==> src/rtl/ccff_chain_loader.sv <==
// ccff_chain_loader: streams a word-wide bitstream LSB-first into a
// configuration flip-flop chain, with an optional second pass that compares
// the chain tail against the resent bitstream and counts mismatches.
module ccff_chain_loader #(
  parameter int unsigned CHAIN_LEN = 44,
  parameter int unsigned WORD_W    = 8
) (
  input  logic              prog_clk,
  input  logic              prog_rst_n,
  input  logic              start,
  input  logic              verify,
  input  logic [WORD_W-1:0] data_in,
  input  logic              data_valid,
  output logic              data_ready,
  output logic              ccff_head,
  output logic              ccff_shift_en,
  input  logic              ccff_tail,
  output logic              busy,
  output logic              done,
  output logic [15:0]       err_cnt
);

  localparam int unsigned       WCW       = $clog2(WORD_W + 1);
  localparam logic [15:0]       LAST_BIT  = 16'(CHAIN_LEN - 1);
  localparam logic [WCW-1:0]    LAST_WBIT = WCW'(WORD_W - 1);

  typedef enum logic [1:0] {
    S_IDLE,
    S_FETCH,
    S_SHIFT,
    S_DONE
  } state_t;

  state_t            r_state;
  logic [WORD_W-1:0] r_sreg;
  logic [15:0]       r_bit_cnt;
  logic [WCW-1:0]    r_wcnt;
  logic              r_pass;
  logic              r_vmode;
  logic [15:0]       r_err_cnt;

  logic              w_last_bit;
  logic              w_last_wbit;
  logic              w_mismatch;

  assign w_last_bit  = (r_bit_cnt == LAST_BIT);
  assign w_last_wbit = (r_wcnt == LAST_WBIT);
  assign w_mismatch  = r_pass && (ccff_tail != r_sreg[0]);

  // Output decode of the registered state; head is forced low outside SHIFT.
  assign data_ready    = (r_state == S_FETCH);
  assign ccff_shift_en = (r_state == S_SHIFT);
  assign ccff_head     = (r_state == S_SHIFT) && r_sreg[0];
  assign busy          = (r_state == S_FETCH) || (r_state == S_SHIFT);
  assign done          = (r_state == S_DONE);
  assign err_cnt       = r_err_cnt;

  // Load/verify sequencer: fetch a word, shift it out, repeat until the chain is full.
  always_ff @(posedge prog_clk) begin
    if (!prog_rst_n) begin
      r_state   <= S_IDLE;
      r_sreg    <= '0;
      r_bit_cnt <= '0;
      r_wcnt    <= '0;
      r_pass    <= 1'b0;
      r_vmode   <= 1'b0;
      r_err_cnt <= '0;
    end else begin
      case (r_state)
        S_IDLE, S_DONE: begin
          if (start) begin
            r_state   <= S_FETCH;
            r_vmode   <= verify;
            r_pass    <= 1'b0;
            r_bit_cnt <= '0;
            r_err_cnt <= '0;
          end
        end
        S_FETCH: begin
          if (data_valid) begin
            r_sreg  <= data_in;
            r_wcnt  <= '0;
            r_state <= S_SHIFT;
          end
        end
        S_SHIFT: begin
          r_sreg    <= r_sreg >> 1;
          r_bit_cnt <= r_bit_cnt + 16'd1;
          r_wcnt    <= r_wcnt + 1'b1;
          if (w_mismatch && (r_err_cnt != '1)) begin
            r_err_cnt <= r_err_cnt + 16'd1;
          end
          // Chain-full takes precedence over word-end so a short final word
          // drops its unused upper bits.
          if (w_last_bit) begin
            if (r_vmode && !r_pass) begin
              r_pass    <= 1'b1;
              r_bit_cnt <= '0;
              r_state   <= S_FETCH;
            end else begin
              r_state <= S_DONE;
            end
          end else if (w_last_wbit) begin
            r_state <= S_FETCH;
          end
        end
        default: r_state <= S_IDLE;
      endcase
    end
  end

endmodule

==> config.mk <==
export PLATFORM = sky130hd
export DESIGN_NAME = ccff_chain_loader
export DESIGN_NICKNAME = d
export VERILOG_FILES = /design/src/rtl/ccff_chain_loader.sv
export SDC_FILE = /design/constraint.sdc
export NUM_CORES = 1
export LEC_CHECK = 0
export CAP_MARGIN = 20
export CORE_MARGIN = 1.5
export CORE_UTILIZATION = 54
export DETAILED_ROUTE_END_ITERATION = 16
export PLACE_DENSITY = 0.79
export SYNTH_ARGS = -nofsm -noshare
export SYNTH_HDL_FRONTEND = slang
export SYNTH_SLANG_ARGS = --single-unit
==> constraint.sdc <==
create_clock -name prog_clk -period 2.4 [get_ports prog_clk]
set_input_delay 0.48 -clock prog_clk [delete_from_list [all_inputs] [get_ports prog_clk]]
set_output_delay 0.48 -clock prog_clk [all_outputs]
set_load 0.005 [all_outputs]
# Word level (Yosys, flattened, before mapping)
# Index checks and enable logic that the tools add are counted.
dict set report totals {
  reg_bits 48
  out_inout_bits 21
  in_bits 14
  wordCells 59
}
dict set report op_classes {
  n_mux 20
  n_reduce_logical 16
  add_sub_neg 3
  n_eq_ne 13
}
# operator count
set op_table {}
lappend op_table {{16-bit 2-to-1 mux} 4}
lappend op_table {{16-bit one-hot mux with 2 select lines} 2}
lappend op_table {{16-bit by 1-bit adder with 16-bit output (second input constant)} 2}
lappend op_table {{16-bit by 6-bit equality test with 1-bit output (second input constant)} 1}
lappend op_table {{16-bit inequality test (second input constant)} 1}
lappend op_table {{8-bit one-hot mux with 2 select lines} 1}
lappend op_table {{2-bit 2-to-1 mux} 5}
lappend op_table {{8-bit 2-to-1 mux} 1}
lappend op_table {{4-bit one-hot mux with 2 select lines} 1}
lappend op_table {{2-bit by 1-bit inequality test with 1-bit output (second input constant)} 3}
lappend op_table {{2-bit one-hot mux with 3 select lines} 1}
lappend op_table {{2-bit AND reduction} 3}
lappend op_table {{3-bit AND reduction} 2}
lappend op_table {{4-bit by 1-bit adder with 4-bit output (second input constant)} 1}
lappend op_table {{2-bit equality test (second input constant)} 2}
lappend op_table {{4-bit by 3-bit equality test with 1-bit output (second input constant)} 1}
lappend op_table {{1-bit logical AND} 4}
lappend op_table {{4-bit 2-to-1 mux} 1}
lappend op_table {{2-bit inequality test (second input constant)} 2}
lappend op_table {{4-bit AND reduction} 1}
lappend op_table {{2-bit nonzero test} 2}
lappend op_table {{1-bit 2-to-1 mux} 3}
lappend op_table {{3-bit by 1-bit inequality test with 1-bit output (second input constant)} 1}
lappend op_table {{2-bit by 1-bit equality test with 1-bit output (second input constant)} 1}
lappend op_table {{6 further kinds} 6}

# Longest topological paths before layout
dict set report logic_depth {
  depth_word 5
  depth_mapped 9
  mapped_depth_nobuf 7
}

# Worst setup path after synthesis
# No wires, ideal clock.
dict set report synth_path {
  kind {flip-flop to flip-flop}
  start {register r_state[0]}
  end {register r_err_cnt[7] (netlist: err_cnt[7])}
  required_time_ns 2.329
  setup_time_ns 0.071
  stages_incl_launch_ff 9
  arrival_ns 2.035
  synth_period_minus_slack_ns 2.106
  slack_ns 0.294
  n_path_buf 1
  path_cell_list {dfxtp_1 -> inv_1 -> ha_1 -> buf_4 -> mux2i_2 -> nand3b_4 -> a21o_4 -> or4_1 -> a21oi_1}
}
dict set report synth_between {
  elab_chain_len 4
  word_cells_on_any_way 9
  classes_between {eq/ne (4); mux (1); reduce/logical (4)}
}
# item line_no
set synth_lines {}
lappend synth_lines {{start: declaration} 34} ;# state_t r_state;
lappend synth_lines {{start signal: assignment} 61} ;# r_state <= S_IDLE;
lappend synth_lines {{start signal: assignment} 72} ;# r_state <= S_FETCH;
lappend synth_lines {{start signal: assignment} 83} ;# r_state <= S_SHIFT;
lappend synth_lines {{2-bit equality test or 2-bit zero test (tied branches)} 69} ;# case (r_state)
lappend synth_lines {{2-bit OR reduction} 69}
lappend synth_lines {{2-bit inequality test (no line) or 2-bit nonzero test (tied branches)} -}
lappend synth_lines {{3-bit AND reduction (no line)} -}
lappend synth_lines {{end signal: assignment} 91} ;# r_err_cnt <= r_err_cnt + 16'd1;
lappend synth_lines {{end: declaration} 40} ;# logic [15:0] r_err_cnt;
# Parallel ways exist; a longest one is shown, timed or not.
# A chain may end at the register's enable or synchronous reset.

# Worst setup path after layout
dict set report layout_path {
  start {register r_state[1]}
  end {output port ccff_shift_en}
}
dict set report layout_between {
  elab_chain_len 1
}
# item line_no
set layout_lines {}
lappend layout_lines {{2-bit equality test} 52} ;# assign ccff_shift_en = (r_state == S_SHIFT);
lappend layout_lines {{end: declaration} 16} ;# output logic ccff_shift_en,
# Every way passes these cells.

==> out/qor.yml <==
synth.most_common_cell: "dfxtp_1"
grt_pass1_wl_mm: 9.880
syn_avg_cell_area_um2: 8.234
synthCells: 303
first_pass_iters: 4
clk_pin_slew_ps: 90
io_pins: 35
p_sw_uw: 681.7
wl_met3_um: 232
holdPathEnd: "r_vmode$_SDFFE_PN0P_"
grt_overflow: 0
cp-end-kind: "output port"
synth_edf_count: 0
hold_violations: 0
grt_pass1_vias: 2239
hold_buffers: 0
syn_area_mm2: 0.002495
syn2layout_area_growth_pct: 21.41
die_area_mm2: 0.005037
status: "finished clean"
synth-seq-area-share: 0.3852
fin_cells: 396
synthTopCellsByCount: "48 x dfxtp_1, 41 x nor2_1, 30 x nand2_1, 22 x a21oi_1, 15 x nand3_1"
rr_endpoint: "r_bit_cnt[8]$_SDFFE_PN0P_"
root_buffer: "clkbuf_8"
hold_depth: 2
clock_sinks: 48
ys_async_sr_fraction: 0
vdd_drop_max_mv: 0.5259
post-cts-setup-buffer-count: 0
start_kind: "register"
seq_power_share: 0.456
synth_ff_type: "dfxtp_1"
synthTopCellsByArea: "dfxtp_1 39%, nor2_1 6.2%, nand2_1 4.5%"
hold_class: "register to register"
worstPathRequired_ps: 1920
io_buffers: 34
wl_met2_mm: 2.505
via_per_inst: 5.793
dp_hpwl_mm: 3.979
synth_seq_cells: 48
synth_top_area_frac: 0.3852
setup_viol: 0
p_total_uw: 2057
drt_iter0_drc: 126
power_frac_comb: 0.299
grt_usage: 0.2392
ff2ff_path_depth: 8
drive_gt1_frac: 0.07267
worst-path-max-fanout: 16
top_layer: "met4"
p_int_uw: 1375
synth_fp_nets: 323
vias: 2294
fp-row-count: 24
final-max-slew-violation-count: 0
power.density_mw_per_mm2: 679.1
fp.coreArea_mm2: 0.004414
ctsResizeCount: 0
cts_buffers: 5
gp_congestion: 0.7977
min_period_ps: 2325
reg2reg_from: "r_state[0]$_SDFFE_PN0P_"
cts_tree: "built"
crit_type: "register to output port"
nets: 363
h-tree-depth: 2
hp-start: "r_vmode$_SDFFE_PN0P_"
clock_path_buffers: 2
grt_antenna_before_repair: 0
rsz0062_at_grt: "no"
fmax_mhz: 430.1
max_slew_margin: 0.5869
tightestPinTransition_ps: 616.3
yosysWarningCount: 0
antenna_cells: 0
drt-wirelength-per-cell_um: 13.64
worst-r2r-setup-slack_ps: 190
switching_share: 0.3314
worstSetupStartpoint: "r_state[1]$_SDFFE_PN0P_"
arrival_ps: 1850
final_antenna_net_count: 0
leakagePower_uw: 0.001061
yosysTopAreaCell: "dfxtp_1"
wl_met1_mm: 2.576
clock_latency_ps: 300
die_h_um: 70.97
grt_max_degree: 21
fp.dieW_um: 70.97
initial_core_util: 0.5652
post_synth_num_cell_types: 47
setup-tns-final_ps: 0
fin_crit_sh: 0.9688
drv_cap: 0
dp_cells: 388
drc_errors: 0
p_clk_frac: 0.245
finalClockSkew_ps: 6.698
routed_wirelength_mm: 5.403
per-layer routing:
metal	GRT usage	up-vias
met1	0.3103	1061
met4	0.08805	0
met2	0.4029	51
met5	0	-
met3	0.03704	7
li1	-	1175
flip-flops by register name, indices dropped and copies added (netlist names):
name / count
r_sreg: 8
err_cnt: 16
r_bit_cnt: 16
r_pass: 1
r_wcnt: 4
r_state: 2
r_vmode: 1
power groups by stage:
stage	Clock, uW	Combinational (uW)	Sequential (uW)
2_1_floorplan	0	442	942
3_3_place_gp	0	607	953
3_5_place_dp	0	615	957
4_1_cts	514	618	939
5_1_grt	540	698	950
6_report	504	615	938
metrics by stage:
| stage | utilization | instance area, um^2 | hold WS, ps | worst slack, ps |
|---|---|---|---|---|
| after floorplan | - | 2495 | 445.1 | 294.1 |
| after global routing | 0.6862 | 3029 | 501.9 | 10.98 |
| after detailed placement | 0.6650 | 2935 | 468.4 | 82.07 |
| after global placement | 0.6650 | 2935 | 458.5 | 106.9 |
| after CTS | 0.6862 | 3029 | 480.3 | 81.66 |
| final | 0.6862 | 3029 | 486.5 | 74.93 |
cells in the final DEF (no fill, tap or decap), drive strengths merged, types with 2 or more instances in the layout:
master / instances
clkdlybuf4s50: 34
nor4: 7
nor3: 3
o21ai: 14
dfxtp: 48
o21a: 3
ha: 6
inv: 10
a2111oi: 2
a211oi: 8
and4: 2
nor2: 41
mux2i: 10
nand3: 15
a2111o: 6
nand4: 7
xnor2: 7
o31ai: 2
a31oi: 3
and2: 3
a21oi: 22
and3: 10
a21o: 2
xor2: 9
nand2b: 2
nand2: 30
nand3b: 3
clkbuf: 7
buf: 13
a22oi: 3
worst max path at each step:
stage	cells after the start	to	slack, ps
detailed placement	6	err_cnt[7]$_SDFFE_PN0P_	80
floorplan	8	err_cnt[7]$_SDFFE_PN0P_	290
finish	3	ccff_shift_en	70
global route	3	ccff_shift_en	10
CTS	3	ccff_shift_en	80
global placement	6	err_cnt[7]$_SDFFE_PN0P_	110
worst max-delay path, cell delays in order, from the launching register on:
cell and delay [ps]:
dfxtp_1 390, ha_1 310, buf_4 290, clkdlybuf4s50_1 550
cell type report:
class | count | area [um^2]
inverter | 10 | 37.54
multi-input combinational | 231 | 1434
tap | 52 | 65.06
sequential | 48 | 960.9
clock buffer | 7 | 86.33
clock inverter | 1 | 7.507
timing repair buffer | 47 | 437.9
fill | 387 | 1385
cells by family after synthesis:
group / share of synthesized area
AO/OA/AOI/OAI: 0.1886
XOR/XNOR: 0.05617
adder cells (fa/ha/maj): 0.03009
buffers and inverters: 0.04012
flip-flops: 0.3852
multiplexers: 0.04163
AND/OR/NAND/NOR: 0.2583
No activity file was read; power rests on OpenSTA's default activity.
